## config.mk

```make
export PLATFORM = sky130hd
export DESIGN_NAME = adc_capture_ctrl
export DESIGN_NICKNAME = d
export VERILOG_FILES = /design/src/rtl/adc_capture_ctrl.sv
export SDC_FILE = /design/constraint.sdc
export NUM_CORES = 1
export LEC_CHECK = 0
export CORE_MARGIN = 8
export CORE_UTILIZATION = 40
export CTS_BUF_LIST = sky130_fd_sc_hd__clkbuf_8
export DETAILED_ROUTE_END_ITERATION = 12
export DONT_BUFFER_PORTS = 1
export SLEW_MARGIN = 20
export SYNTH_ARGS = -nofsm -noshare
export SYNTH_HDL_FRONTEND = slang
export SYNTH_SLANG_ARGS = --single-unit
```

## constraint.sdc

```tcl
create_clock -name ad_clk -period 9.1 [get_ports ad_clk]
set_clock_uncertainty 0.05 [all_clocks]
set_input_delay 1.365 -clock ad_clk [delete_from_list [all_inputs] [get_ports ad_clk]]
set_output_delay 1.365 -clock ad_clk [all_outputs]
set_load 0.02 [all_outputs]
```

## src/rtl/adc_capture_ctrl.sv

```systemverilog
// Pre/post-trigger capture sequencer for the two-channel ADC stream.
// Decimated sample pairs go to a circular BRAM until a level crossing plus post_len samples.
module adc_capture_ctrl #(
  parameter int unsigned ADDR_W = 10,
  parameter int unsigned DATA_W = 16
) (
  input  logic                     ad_clk,
  input  logic                     rst_n,
  input  logic signed [DATA_W-1:0] volt_ch1,
  input  logic signed [DATA_W-1:0] volt_ch2,
  input  logic                     arm,
  input  logic                     abort,
  input  logic                     trig_sel,
  input  logic                     trig_rising,
  input  logic signed [DATA_W-1:0] trig_level,
  input  logic [7:0]               decim,
  input  logic [ADDR_W-1:0]        post_len,
  output logic                     buf_we,
  output logic [ADDR_W-1:0]        buf_addr,
  output logic [2*DATA_W-1:0]      buf_wdata,
  output logic [ADDR_W-1:0]        trig_addr,
  output logic                     busy,
  output logic                     done
);

  typedef enum logic [1:0] {
    IDLE  = 2'd0,
    ARMED = 2'd1,
    POST  = 2'd2
  } state_t;

  localparam logic [ADDR_W-1:0] CNT_ONE = {{(ADDR_W-1){1'b0}}, 1'b1};

  state_t state, state_next;

  logic                     sel_l;
  logic                     rising_l;
  logic signed [DATA_W-1:0] level_l;
  logic [7:0]               decim_l;
  logic [ADDR_W-1:0]        post_len_l;
  logic [ADDR_W-1:0]        wr_ptr;
  logic [7:0]               dec_cnt;
  logic [ADDR_W-1:0]        post_cnt;
  logic                     prev_valid;
  logic signed [DATA_W-1:0] prev_smp;

  logic                     tick;
  logic                     hit;
  logic                     start;
  logic                     done_next;
  logic signed [DATA_W-1:0] cur;

  always_comb begin
    state_next = state;
    done_next  = 1'b0;
    start      = 1'b0;
    hit        = 1'b0;
    cur        = sel_l ? volt_ch2 : volt_ch1;
    tick       = (state != IDLE) && (dec_cnt == '0);
    if (tick && (state == ARMED) && prev_valid) begin
      if (rising_l) hit = (prev_smp < level_l) && (cur >= level_l);
      else          hit = (prev_smp > level_l) && (cur <= level_l);
    end
    if (abort) begin
      state_next = IDLE;
    end else begin
      unique case (state)
        IDLE: begin
          if (arm) begin
            start      = 1'b1;
            state_next = ARMED;
          end
        end
        ARMED: begin
          if (hit) begin
            if (post_len_l == '0) begin
              state_next = IDLE;
              done_next  = 1'b1;
            end else begin
              state_next = POST;
            end
          end
        end
        POST: begin
          if (tick && (post_cnt == CNT_ONE)) begin
            state_next = IDLE;
            done_next  = 1'b1;
          end
        end
        default: state_next = IDLE;
      endcase
    end
  end

  always_ff @(posedge ad_clk or negedge rst_n) begin
    if (!rst_n) state <= IDLE;
    else        state <= state_next;
  end

  always_ff @(posedge ad_clk or negedge rst_n) begin
    if (!rst_n) begin
      sel_l      <= 1'b0;
      rising_l   <= 1'b0;
      level_l    <= '0;
      decim_l    <= '0;
      post_len_l <= '0;
      wr_ptr     <= '0;
      dec_cnt    <= '0;
      post_cnt   <= '0;
      prev_valid <= 1'b0;
      prev_smp   <= '0;
      buf_we     <= 1'b0;
      buf_addr   <= '0;
      buf_wdata  <= '0;
      trig_addr  <= '0;
      busy       <= 1'b0;
      done       <= 1'b0;
    end else begin
      busy   <= (state_next != IDLE);
      done   <= done_next;
      buf_we <= tick && !abort;
      if (start) begin
        sel_l      <= trig_sel;
        rising_l   <= trig_rising;
        level_l    <= trig_level;
        decim_l    <= decim;
        post_len_l <= post_len;
        wr_ptr     <= '0;
        dec_cnt    <= '0;
        prev_valid <= 1'b0;
      end else if (state != IDLE) begin
        dec_cnt <= (dec_cnt == decim_l) ? '0 : dec_cnt + 8'd1;
      end
      if (tick && !abort) begin
        buf_addr  <= wr_ptr;
        buf_wdata <= {volt_ch2, volt_ch1};
        wr_ptr    <= wr_ptr + CNT_ONE;
        if (state == ARMED) begin
          prev_smp   <= cur;
          prev_valid <= 1'b1;
        end
        if (state == POST) post_cnt <= post_cnt - CNT_ONE;
      end
      // trigger sample lives at the address written on this same edge
      if (hit && !abort) begin
        trig_addr <= wr_ptr;
        post_cnt  <= post_len_l;
      end
    end
  end

endmodule

```

==> flow_summary_export.csv, run 1 <==
group,metric,value,unit
status,status,"finished, final reports clean",
power,peakVddDrop,0.000102,V
placement,dp_slack,4.91,ns
clock_tree,cts_setup_buffers,0,
die,rows,48,
clock_tree,clk_path_buf_depth,2,
synthesis,ys_warn_count,0,
die,die_y,147,um
power,switching_share,35.6,%
synthesis,synth_seq_cells,138,
clock_tree,cts_root_buf,"clkbuf_8",
setup_path,cp_data_arrival_time,4.35,ns
synthesis,synth_seq_area_share,50.0,%
power,pwr-share-comb,19.8,%
die,ios,127,
setup_path,path_buf_inv,2,
routing,wirelength,16.4,mm
clock_tree,cts_buffers,17,
global_route,antenna_found_initial,1,
routing,avgRoutedWirePerCell,18.8,um
final_layout,finalNetCount,747,
die,core_area,0.0171,sq mm
sta,setup_tns,0,ns
sta,slew_headroom,33.0,%
clock_tree,cts_tree,"built",
synthesis,synthFlopType,"dfrtp_1",
setup_path,crit_type,"flip-flop to flip-flop",
final_layout,fillCellCount,1615,
setup_path,rr_endpoint,"prev_smp[9]",
synthesis,synth_top_area_share,50.0,%
setup_path,r2r_setup_slack,5.04,ns
synthesis,synth_edf_count,0,
final_layout,final_area,0.00750,sq mm
power,power_frac_seq,52.4,%
power,internal_power,0.00121,W
setup_path,critPathTopFamily,"simple AND/OR/NAND/NOR gates",
synthesis,synth_top_cells_by_area,"dfrtp_1, mux2_2, nand2_1, ha_1, mux2_4",
global_route,overflow,0,
placement,place.port_buffers,0,
sta,setup_viol,0,
die,die_area,0.0217,sq mm
sta,fin_crit,4.06,ns
global_route,grt_pass1_wl,26.4,mm
power,p_clk_share,27.8,%
clock_tree,insertion_delay,0.46,ns
final_layout,layout-drive-gt1-share,19.9,%
setup_path,cp_slowest_cell,"or2_2",
clock_tree,hold_buffers,0,
final_layout,synthToLayoutAreaGrowth,8.51,%
setup_path,worst-path-stages,8,
setup_path,cp_common_cell,"nand2_1",
synthesis,yosysUniqueCellTypes,58,
global_route,grt_max_degree,139,
routing,via_per_inst,5.29,
global_route,grt_use_total,15.4,%
setup_path,slowest_delay,0.82,ns
final_layout,regArea,0.00345,sq mm
global_route,grt_pass1_vias,4701,
die,start_util,40.4,%
hold_path,hold_end,"prev_smp[0]",
placement,placed_cell_area,0.00709,sq mm
clock_tree,clk_pin_slew,0.08,ns
setup_path,setup.worst_path.end_class,"flip-flop",
sta,max_freq,246,MHz
sta,period_share,44.7,%
routing,drtIter0Drc,436,
routing,ant_nets,0,
clock_tree,clock-sinks,138,
sta,drv_slew,0,
setup_path,worstSetupStartpointType,"flip-flop",
synthesis,avgSynthCellArea,10.8,sq um
synthesis,syn_nets,750,
power,leakage,3.74,nW
hold_path,min-delay-start,"prev_smp[0]",
setup_path,reg2reg_from,"state[1]",
final_layout,num_antenna_cells,0,
synthesis,synth_largest_area_cell,"dfrtp_1",
hold_path,hold_depth,2,
synthesis,syn_inst,637,
sta,hold_viol,0,
clock_tree,cts_resized,0,
die,die_w,147,um
sta,worst_pin_slew,1.00,ns
synthesis,synthArstFlopShare,100,%
sta,finalWorstSetupSlack,5.04,ns
setup_path,cp.required,9.38,ns
placement,gp_congestion,0.836,
sta,grt_setup_unrepaired,"false",
routing,vias,4611,
setup_path,r2r_cells,8,
power,p_per_area,250,mW/mm^2
final_layout,multiInputGateArea,0.00325,sq mm
sta,fin_hold_ws,0.433,ns
routing,dr.pass1.iters,5,
power,p_sw,0.000668,W
job,cap_violations,0,
placement,dp_hpwl,12.0,mm
hold_path,hold_path.class,"flip-flop to flip-flop",
synthesis,syn_area,0.00691,sq mm
routing,route.detailed.drc,0,
clock_tree,htreeDepth,4,
setup_path,crit_chain,"inv_1 > ha_1 > nor4b_2 > nand2_1 > or2_2 > clkinv_4 > nand2_1 > mux2_2",
setup_path,path_max_fanout,53,
## flip-flops by register name (all words and copies together), names as in the netlist
signal and count:
buf_addr 10, buf_wdata 32, state 2, prev_smp 16
post_len_l 10, done 1, level_l 16, trig_addr 10
busy 1, wr_ptr 10, prev_valid 1, dec_cnt 8
post_cnt 10, sel_l 1, rising_l 1, decim_l 8
buf_we 1
## worst max-delay path by stage
stage	startpoint	endpoint	slack [ns]
floorplan	volt_ch2[15]	post_cnt[0]	5.24
global placement	volt_ch2[15]	trig_addr[0]	4.97
detailed placement	volt_ch2[15]	trig_addr[0]	4.91
CTS	state[1]	prev_smp[9]	5.03
global route	state[0]	prev_smp[10]	4.68
finish	state[1]	prev_smp[9]	5.04
## power by group through the flow
stage / combinational, W / sequential (W) / clock (W)
2_1_floorplan: 0.000309 / 0.000939 / 0
3_3_place_gp: 0.000359 / 0.000994 / 0
6_report: 0.000371 / 0.000982 / 0.000521
5_1_grt: 0.000427 / 0.00100 / 0.000563
3_5_place_dp: 0.000369 / 0.000999 / 0
4_1_cts: 0.000373 / 0.000987 / 0.000535
## cell families (layout without fill, tap and decap cells)
logic type	count (synthesis)	after routing	share of synthesized area (%)
xor+xnor	18	18	2.28
flops	138	138	50.0
fa+ha+maj	41	41	7.42
buf+inv	49	59	3.06
simple gates	238	238	15.7
compound gates	64	64	5.99
mux	89	89	15.5
## Yosys cell counts (all sizes together), types with 2 or more instances
master / instances
nor3: 7
nor2b: 2
and2: 2
nor2: 21
clkbuf: 15
o21ai: 23
a21boi: 2
dfrtp: 138
o21bai: 2
xor2: 13
nand3b: 2
nand2b: 5
a31oi: 2
inv: 25
a211oi: 2
mux2: 86
mux2i: 3
nand4: 8
and3: 6
nand3: 16
a21oi: 14
nor3b: 2
ha: 41
a21o: 3
buf: 8
o31ai: 3
or2: 2
nand2: 152
xnor2: 5
or3: 3
nor4: 7
## layer usage
layer  up-vias  GRT usage (%)  wire length (um)
li1       2185              -                 -
met1      2257           18.4              6940
met2       130           24.4              7870
met3        37           5.23              1100
met4         2           7.80               480
met5         -              0                10
## placed cells by master, fill, tap and decap left out, types with 3 or more instances in the layout
cell	count
mux2_2	66
nand2b_1	5
nand2_1	151
nand4_1	7
o21ai_0	23
xor2_1	13
a21oi_1	14
nor4_1	5
xnor2_1	5
and3_1	6
o31ai_1	3
ha_1	41
inv_1	27
mux2i_1	3
nand3_1	16
mux2_4	20
nor3_1	6
nor2_1	21
a21o_1	3
clkinv_4	3
clkinvlp_4	3
clkbuf_8	17
bufinv_16	3
inv_6	3
dfrtp_1	138
## worst min-delay path: stages (launching register included)
cell	delay, ns
dfrtp_1	0.34
nand2_1	0.04
o21ai_0	0.06
## through the flow
step | cells | power [W] | utilization [%]
after detailed placement | 840 | 0.00137 | 41.4
after global routing | 872 | 0.00199 | 43.8
after CTS | 872 | 0.00189 | 43.8
after floorplan | 637 | 0.00125 | -
after global placement | 840 | 0.00135 | 41.4
final | 872 | 0.00187 | 43.8
## cell type report
class	instances	area share [%]
sequential	138	46.1
multi-input combinational	450	43.3
tap	225	3.75
clock buffer	17	3.12
clock inverter	15	2.32
inverter	26	1.37
timing repair buffer	1	0.100
Power figures use the tool's default switching activity.
==> run 2: changes to the inputs <==
--- a/config.mk
+++ b/config.mk
@@ -5,6 +5,7 @@
 export SDC_FILE = /design/constraint.sdc
 export NUM_CORES = 1
 export LEC_CHECK = 0
+export ABC_AREA = 1
 export CORE_MARGIN = 8
 export CORE_UTILIZATION = 40
 export CTS_BUF_LIST = sky130_fd_sc_hd__clkbuf_8
==> constraint.sdc (replaced) <==
create_clock -name ad_clk -period 3.7 [get_ports ad_clk]
set_clock_uncertainty 0.05 [all_clocks]
set_input_delay 0.555 -clock ad_clk [delete_from_list [all_inputs] [get_ports ad_clk]]
set_output_delay 0.555 -clock ad_clk [all_outputs]
set_load 0.02 [all_outputs]
==> run 2 against run 1 <==
The flow now finishes with violations (negative hold slack). Utilization is 0.52 points higher. Register-to-register slack got worse by 4.5 ns. Final area is 1.9% higher. First-iteration DRC count down 21%. Non-clock buffer count increased by 3. Synthesized area is 1.5% higher. Flip-flop and latch count unchanged. Count of clock-buffer cells in the layout unchanged. Final cell count grew 25%. Wire length rose by 5.9%. Worst hold slack got worse by 0.70 ns. Critical path type unchanged. Largest cell class unchanged. Largest power group unchanged.
==> flow_summary_export.csv, run 2 <==
group,metric,value,unit
clock_tree,cts_setup_buffers,0,
routing,via_per_inst,4.94,
synthesis,synthFlopType,"dfrtp_1",
routing,drtIter0Drc,343,
power,leakage,3.94,nW
power,switching_share,38.1,%
global_route,antenna_found_initial,0,
hold_path,hold_path.class,"input port to asynchronous set/reset pin",
global_route,grt_use_total,16.4,%
final_layout,layout.cells.non_filler,1088,
power,p_per_area,653,mW/mm^2
routing,vias,5374,
setup_path,cp_data_arrival_time,3.47,ns
setup_path,setup.worst_path.end_class,"flip-flop",
synthesis,synth_seq_area_share,49.2,%
final_layout,num_antenna_cells,0,
placement,place.port_buffers,0,
placement,dp_hpwl,12.7,mm
placement,dpl.cell_count,1056,
power,peakVddDrop,0.000253,V
die,start_util,40.7,%
power,p_sw,0.00190,W
synthesis,synth_top_area_share,49.2,%
power,p_clk_share,27.4,%
power,power_frac_seq,48.6,%
routing,avgRoutedWirePerCell,16.0,um
die,rows,48,
final_layout,final_area,0.00764,sq mm
synthesis,synth_edf_count,0,
synthesis,synthArstFlopShare,100,%
sta,grt_setup_unrepaired,"false",
placement,placed_cell_area,0.00720,sq mm
global_route,grt_pass1_wl,28.6,mm
synthesis,yosysUniqueCellTypes,32,
global_route,overflow,0,
sta,fin_hold_ws,-0.268,ns
sta,max_freq,315,MHz
final_layout,final_common_cell,"nand2_1",
synthesis,avgSynthCellArea,8.21,sq um
power,pwr-share-comb,24.0,%
synthesis,synthTopCellsByCount,"nand2_1, dfrtp_1, inv_1, o21ai_0",
final_layout,finalNetCount,963,
sta,slew_headroom,58.3,%
sta,setup_tns,0,ns
global_route,grt_max_degree,139,
sta,worst_pin_slew,0.626,ns
clock_tree,clock-sinks,138,
sta,fin_crit,3.18,ns
die,die_y,148,um
clock_tree,clk_path_buf_depth,2,
clock_tree,insertion_delay,0.47,ns
routing,wirelength,17.4,mm
clock_tree,cts_root_buf,"clkbuf_8",
final_layout,fillCellCount,1736,
sta,hold_viol,138,
status,violations,"negative hold slack",
setup_path,cp.required,4.00,ns
die,ios,127,
final_layout,top_register,"buf_wdata",
synthesis,synth_seq_cells,138,
routing,ant_nets,0,
routing,route.detailed.drc,0,
final_layout,top_regs,"buf_wdata (32), level_l (16), prev_smp (16)",
die,core_area,0.0172,sq mm
clock_tree,cts_buffers,17,
sta,period_share,85.8,%
routing,dr.pass1.iters,4,
final_layout,regArea,0.00345,sq mm
final_layout,layout-drive-gt1-share,7.76,%
job,cap_violations,0,
synthesis,synth_most_common_cell,"nand2_1",
die,die_area,0.0220,sq mm
power,internal_power,0.00309,W
clock_tree,clk_pin_slew,0.09,ns
setup_path,worstSetupStartpointType,"flip-flop",
synthesis,ys_warn_count,0,
sta,finalWorstSetupSlack,0.524,ns
synthesis,synth_top_cells_by_area,"dfrtp_1, nand2_1, ha_1, o21ai_0, inv_1",
status,status,"complete, but fails checks",
sta,setup_viol,0,
synthesis,synth_largest_area_cell,"dfrtp_1",
clock_tree,htreeDepth,4,
clock_tree,cts_tree,"built",
synthesis,syn_area,0.00701,sq mm
setup_path,path_max_fanout,40,
final_layout,layout_common_cells,"nand2_1, dfrtp_1, inv_1",
global_route,grt_pass1_vias,5363,
placement,gp_congestion,0.802,
synthesis,syn_nets,967,
placement,dp_slack,0.212,ns
final_layout,largest_reg_flops,32,
setup_path,crit_type,"flip-flop to flip-flop",
sta,drv_slew,0,
final_layout,synthToLayoutAreaGrowth,8.94,%
final_layout,multiInputGateArea,0.00308,sq mm
die,die_w,148,um
synthesis,syn_inst,854,
run 2: cell families (layout without fill, tap and decap cells):
family / count (synthesis) / count (layout) / synth area share (%)
compound gates: 117 / 117 / 8.63
buf+inv: 119 / 128 / 6.83
fa+ha+maj: 41 / 41 / 7.31
simple gates: 419 / 419 / 25.5
xor+xnor: 20 / 20 / 2.50
flops: 138 / 138 / 49.2
run 2: layout make-up:
class,instances,area share (%)
clock buffer,17,3.06
clock inverter,15,2.64
inverter,92,4.68
multi-input combinational,597,40.3
sequential,138,45.2
tap,225,3.68
timing repair buffer,4,0.393
run 2: metal layers:
| metal | track usage (%) | part of all wire [%] | wire, um | vias up |
|---|---|---|---|---|
| met1 | 21.5 | 46 | 8010 | 2513 |
| met5 | 0 | 0 | 0 | - |
| met4 | 6.12 | 1.9 | 323 | 0 |
| met3 | 5.80 | 7.7 | 1340 | 22 |
| li1 | - | - | - | 2710 |
| met2 | 24.2 | 44 | 7680 | 129 |
run 2: final timing paths:
check                             from            to  slack, ns  cells past startpoint
max reg2reg                      sel_l   post_cnt[3]       0.52                     15
max in group asynchronous        rst_n  trig_addr[0]       3.63                      0
max                              sel_l   post_cnt[3]       0.52                     15
min                              rst_n   level_l[13]      -0.27                      0
min reg2reg                prev_smp[9]   prev_smp[9]       0.43                      2
min in group ad_clk           decim[1]    decim_l[1]       0.15                      2
run 2: worst max-delay path, cell delays in order (launching register included):
cell	delay [ns]
dfrtp_2	0.60
o21ai_0	0.47
ha_1	0.35
a21oi_1	0.16
nand2_1	0.10
a21oi_1	0.19
nand2_1	0.09
nand2_1	0.06
nand3_1	0.06
nand2_1	0.07
nand2_2	0.07
nand4_2	0.08
buf_4	0.38
clkinv_8	0.13
nand2_2	0.09
nand3_2	0.06
run 2: power by group through the flow:
stage	clock (W)	combinational [W]	sequential, W
3_5_place_dp	0	0.00121	0.00246
3_3_place_gp	0	0.00117	0.00246
4_1_cts	0.00140	0.00121	0.00244
2_1_floorplan	0	0.000981	0.00235
6_report	0.00137	0.00120	0.00243
5_1_grt	0.00146	0.00142	0.00248
run 2: through the flow:
step,util [%],power [W]
4_1_cts,44.3,0.00505
6_report,44.3,0.00499
3_5_place_dp,41.8,0.00367
5_1_grt,44.3,0.00536
3_3_place_gp,41.8,0.00363
2_1_floorplan,-,0.00333
run 2: timing repair:
action | in CTS | in global routing
endpoints found under the hold margin | 138 | 138
gates resized for setup | 0 | 1
setup endpoints to repair | 0 | 20
